[config.mk]
export PLATFORM = sky130hd
export DESIGN_NAME = gen_stream_reducer
export DESIGN_NICKNAME = d
export VERILOG_FILES = /design/src/rtl/gen_stream_pkg.sv /design/src/rtl/stream_accum_unit.sv /design/src/rtl/gen_stream_reducer.sv
export SDC_FILE = /design/constraint.sdc
export NUM_CORES = 1
export LEC_CHECK = 0
export ABC_AREA = 1
export CORE_AREA = 3 3 140 142
export DETAILED_ROUTE_END_ITERATION = 10
export DIE_AREA = 0 0 143 145
export PLACE_DENSITY = 0.92
export SLEW_MARGIN = 20
export SYNTH_ARGS = -nofsm -noshare
export SYNTH_HDL_FRONTEND = slang
export SYNTH_SLANG_ARGS = --single-unit
[constraint.sdc]
create_clock -name __clock -period 3.9 [get_ports __clock]
set_clock_uncertainty 0.2 [all_clocks]
set_input_delay 0.78 -clock __clock [delete_from_list [all_inputs] [get_ports __clock]]
set_output_delay 0.78 -clock __clock [all_outputs]
set_load 0.1 [all_outputs]
[src/rtl/gen_stream_pkg.sv]
// Shared types and defaults for the generator-stream reducer.
package gen_stream_pkg;

    localparam int DEFAULT_WIDTH       = 32;
    localparam int DEFAULT_COUNT_WIDTH = 32;

    // Reducer FSM states; the encoding is also exposed on the debug state port.
    typedef enum logic [1:0] {
        ST_IDLE  = 2'd0,
        ST_ACCUM = 2'd1,
        ST_EMIT  = 2'd2
    } state_t;

    // One reduction result at the default widths.
    typedef struct packed {
        logic [DEFAULT_WIDTH-1:0]       sum;
        logic [DEFAULT_COUNT_WIDTH-1:0] count;
        logic [DEFAULT_WIDTH-1:0]       max;
        logic                           ovf;
    } result_t;

endpackage

[src/rtl/stream_accum_unit.sv]
// Running sum (with sticky wrap flag), saturating beat count and unsigned max.
// Pure datapath: the owner decides when to clear and when a beat counts.
module stream_accum_unit
    import gen_stream_pkg::*;
#(
    parameter int WIDTH       = DEFAULT_WIDTH,
    parameter int COUNT_WIDTH = DEFAULT_COUNT_WIDTH
) (
    input  logic                   __clock,
    input  logic                   __reset,
    input  logic                   clear,
    input  logic                   enable,
    input  logic [WIDTH-1:0]       data,
    output logic [WIDTH-1:0]       sum,
    output logic [COUNT_WIDTH-1:0] count,
    output logic [WIDTH-1:0]       max,
    output logic                   ovf
);

    logic [WIDTH:0] sum_ext;
    logic           count_sat;

    // One extra bit captures the carry-out that marks a wrap of the sum.
    assign sum_ext   = {1'b0, sum} + {1'b0, data};
    assign count_sat = &count;

    // Accumulator registers: reset and clear both zero them, enable folds in one beat.
    always_ff @(posedge __clock) begin
        if (__reset || clear) begin
            sum   <= '0;
            count <= '0;
            max   <= '0;
            ovf   <= 1'b0;
        end else if (enable) begin
            sum <= sum_ext[WIDTH-1:0];
            ovf <= ovf | sum_ext[WIDTH];
            if (!count_sat) begin
                count <= count + COUNT_WIDTH'(1);
            end
            if (data > max) begin
                max <= data;
            end
        end
    end

endmodule

[src/rtl/gen_stream_reducer.sv]
// Consumer for a generator stream: accumulates sum/count/max of data beats and,
// on the done-beat, presents a single result beat on a valid/ready handshake.
//
// Handshakes: a transfer happens on a rising clock edge where both the sender's
// valid and the receiver's ready are high. __input_ready depends on state only,
// and __valid/__done/__output_* stay stable while __valid is high and __ready low.
module gen_stream_reducer
    import gen_stream_pkg::*;
#(
    parameter int WIDTH       = DEFAULT_WIDTH,
    parameter int COUNT_WIDTH = DEFAULT_COUNT_WIDTH
) (
    input  logic                   __clock,
    input  logic                   __reset,
    input  logic                   __start,
    input  logic                   __input_valid,
    input  logic                   __input_done,
    input  logic [WIDTH-1:0]       __input_0,
    output logic                   __input_ready,
    input  logic                   __ready,
    output logic                   __valid,
    output logic                   __done,
    output logic [WIDTH-1:0]       __output_0,
    output logic [COUNT_WIDTH-1:0] __output_1,
    output logic [WIDTH-1:0]       __output_2,
    output logic                   __output_3,
    output logic [1:0]             __dbg_state
);

    state_t state_q;
    state_t state_d;

    logic acc_clear;
    logic acc_enable;
    logic result_load;

    logic [WIDTH-1:0]       acc_sum;
    logic [COUNT_WIDTH-1:0] acc_count;
    logic [WIDTH-1:0]       acc_max;
    logic                   acc_ovf;

    stream_accum_unit #(
        .WIDTH      (WIDTH),
        .COUNT_WIDTH(COUNT_WIDTH)
    ) u_accum (
        .__clock(__clock),
        .__reset(__reset),
        .clear  (acc_clear),
        .enable (acc_enable),
        .data   (__input_0),
        .sum    (acc_sum),
        .count  (acc_count),
        .max    (acc_max),
        .ovf    (acc_ovf)
    );

    // State register; reset wins over everything and drops any partial result.
    always_ff @(posedge __clock) begin
        if (__reset) begin
            state_q <= ST_IDLE;
        end else begin
            state_q <= state_d;
        end
    end

    // Next-state and datapath strobes. __start only matters in IDLE, so a start
    // seen in ACCUM or EMIT is simply dropped rather than remembered.
    always_comb begin
        state_d     = state_q;
        acc_clear   = 1'b0;
        acc_enable  = 1'b0;
        result_load = 1'b0;
        case (state_q)
            ST_IDLE: begin
                if (__start) begin
                    acc_clear = 1'b1;
                    state_d   = ST_ACCUM;
                end
            end
            ST_ACCUM: begin
                if (__input_valid) begin
                    if (__input_done) begin
                        result_load = 1'b1;
                        state_d     = ST_EMIT;
                    end else begin
                        acc_enable = 1'b1;
                    end
                end
            end
            ST_EMIT: begin
                if (__ready) begin
                    state_d = ST_IDLE;
                end
            end
            default: begin
                state_d = ST_IDLE;
            end
        endcase
    end

    // Result registers: captured on the done-beat, held through EMIT and after it.
    always_ff @(posedge __clock) begin
        if (__reset) begin
            __output_0 <= '0;
            __output_1 <= '0;
            __output_2 <= '0;
            __output_3 <= 1'b0;
        end else if (result_load) begin
            __output_0 <= acc_sum;
            __output_1 <= acc_count;
            __output_2 <= acc_max;
            __output_3 <= acc_ovf;
        end
    end

    // Handshake outputs decode straight from state, so they cannot glitch on inputs.
    assign __input_ready = (state_q == ST_ACCUM);
    assign __valid       = (state_q == ST_EMIT);
    assign __done        = (state_q == ST_EMIT);
    assign __dbg_state   = state_q;

endmodule

==> out/results.tsv <==
metric	value	unit
globalRouteTotalUtil	0.307	
fin_crit_sh	0.787	
setup_viol	0	
drtIter0Drc	996	
cp_slowest_cell	clkdlybuf4s50_1	
layout.cells.non_filler	2025	
io_pins	140	
power.leakage	5.83	nW
drive_gt1_frac	0.0525	
worstPathArrival	2.09	ns
met1_usage	0.405	
wl	32.1	mm
synthesis.yosys.warnings	0	
cts_max_level	4	
crit_family	buffers and inverters	
dpl.hpwl	23.6	mm
grt_pass1_vias	10600	
synthesis.nets	1775	
clock-root-buffer	clkbuf_16	
holdWs	0.268	ns
clk_pin_slew	0.08	ns
start_util	0.595	
cts_tree	done	
vias_per_cell	5.45	
switching_power	1.68	mW
run_status	complete, no violations	
fillers	1534	
die_area	20700	sq um
final_area	13200	sq um
grt_setup_unrepaired	no	
fin_ws	0.831	ns
fmax	326	MHz
powerDensity	376	nW/um^2
hold_violations	0	
ys_types	40	
power.sequential.fraction	0.426	
grt_max_degree	81	
power_switching_share	0.341	
cap_viol_max_count	0	
synthCells	1671	
cts.sinks	196	
grt_use_met3	0.0494	
max-clock-path-buffers	2	
critPathLaunchType	flop	
grtUsageMet2	0.508	
ant_nets	0	
cp.required	2.92	ns
intPower	3.26	mW
synthArstFlopShare	0	
port_buffers	139	
wire_per_inst	15.8	microns
cp-end-kind	output pin	
dieWidth	143	microns
clkPwrFrac	0.370	
clk_latency	0.44	ns
regArea	3920	sq um
drv_slew	0	
grt_pass1_wl	52.0	mm
area_delta_synth_final	19.1	%
synth_area_leaders	dfxtp_1 36%, nand2_1 13%, nor2_1 9.0%	
drc	0	
max_slew_margin	0.305	
synth.most_common_cell	nand2_1	
final_nets	1882	
pre_cts_slack	0.560	ns
cts_setup_buffers	0	
core	18600	sq um
postCtsResizedCells	0	
period_minus_slack	3.07	ns
synth_top_area_share	0.355	
multi_input_area	5980	sq um
synth.cell_area	11100	sq um
yosysSeqAreaShare	0.355	
placed_area	12600	sq um
synth-seq-cells	196	
vias	11000	
antennaDiodeCount	0	
synth_edf_count	0	
power_frac_comb	0.204	
cts_buffers	17	
die_h	145	microns
worst-setup-path-type	reg2out	
finalSetupTns	0	ns
antenna_found_initial	0	
drt-pass1-iter-count	6	
min_path_type	reg2reg	
place_inst	1993	
synth_flop_cell	dfxtp_1	
synth.largest_area_cell	dfxtp_1	
holdBufCountCts	0	
worstMarginPinSlew	1.04	ns
rows	50	
synth_area_per_cell	6.61	sq um
peakVddDrop	326	uV
gp_congestion	0.942	
crit_fanout	6	
max_stage_delay	1.18	ns
path_cells	clkdlybuf4s50_1	
netlist_top_cells_count	380 x nand2_1, 265 x nor2_1, 220 x inv_1	
top_usage_layer	met2	
crit_buf_inv	1	
grt_overflow_total	0	
## per-layer routing
metal  up-vias  routed length (microns)
met3        87                     2260
met2       448                    15000
li1       5506                        -
met4         0                      940
met1      4994                    13900
met5         -                        0
## worst paths after layout
check / slack [ns] / cells past startpoint / endpoint / startpoint
worst max-delay path: 0.83 / 1 / __dbg_state[1] / __dbg_state[1]
worst min-delay path: 0.27 / 2 / u_accum.ovf / u_accum.ovf
worst max register to register: 1.42 / 12 / u_accum.max[14] / u_accum.max[23]
worst min register to register: 0.27 / 2 / u_accum.ovf / u_accum.ovf
## logic make-up (layout without fill, tap and decap cells)
| group | Yosys count | count (layout) | share of synthesized area |
|---|---|---|---|
| XOR/XNOR | 33 | 33 | 0.0262 |
| buffers and inverters | 291 | 411 | 0.105 |
| AO/OA/AOI/OAI | 298 | 298 | 0.145 |
| AND/OR/NAND/NOR | 787 | 787 | 0.293 |
| flip-flops | 196 | 196 | 0.355 |
| adder cells (fa/ha/maj) | 66 | 66 | 0.0754 |
## worst register-to-register path: stages, from the launching register on
cell and delay [ns]:
dfxtp_1 0.33, inv_1 0.08, ha_1 0.30, nand2_1 0.08, nor2_1 0.27, nand4_1 0.12
nor2_1 0.23, nand2_1 0.10, nand2_2 0.07, buf_4 0.33, nand3_1 0.15, nand2_1 0.09
nor2_1 0.05
## layout make-up
class | instances | share of cell area
clock buffer | 17 | 0.0323
clock inverter | 15 | 0.0143
inverter | 227 | 0.0649
multi-input combinational | 1184 | 0.454
sequential | 196 | 0.298
tap | 234 | 0.0222
timing repair buffer | 152 | 0.114
## per-stage QoR
step / utilization / power, mW
5_1_grt: 0.709 / 5.11
3_5_place_dp: 0.676 / 3.15
2_1_floorplan: - / 2.87
4_1_cts: 0.709 / 4.94
3_3_place_gp: 0.676 / 3.13
6_report: 0.709 / 4.94
## flip-flops by register name (all words and copies together) (netlist names)
name and flops:
__output_1 32, __output_0 32, __output_2 32, __dbg_state 2, u_accum.max 32, u_accum.sum 32, u_accum.count 32, u_accum.ovf 1
__output_3 1
## placed cells by master (no fill, tap or decap), types with 6 or more instances in the layout
| cell type | netlist | routed |
|---|---|---|
| nand2_2 | 7 | 7 |
| nor3_1 | 19 | 19 |
| ha_1 | 65 | 65 |
| o21bai_1 | 9 | 9 |
| o21ai_0 | 126 | 126 |
| xor2_1 | 27 | 27 |
| dfxtp_1 | 196 | 196 |
| clkbuf_16 | 0 | 17 |
| a21oi_1 | 142 | 141 |
| nand2_1 | 380 | 380 |
| clkdlybuf4s50_1 | 0 | 135 |
| a21oi_2 | 13 | 13 |
| nand3_1 | 83 | 83 |
| nand4_1 | 12 | 12 |
| inv_1 | 220 | 219 |
| nor2_1 | 265 | 264 |
| buf_4 | 3 | 15 |
| xnor2_1 | 6 | 6 |
## power by group through the flow
stage,Combinational (mW),Sequential (mW),Clock [mW]
final,1.01,2.11,1.83
after global routing,1.08,2.11,1.92
after CTS,1.00,2.11,1.84
after detailed placement,0.998,2.15,0
after global placement,0.980,2.15,0
after floorplan,0.396,2.48,0
Power figures use the tool's default switching activity.
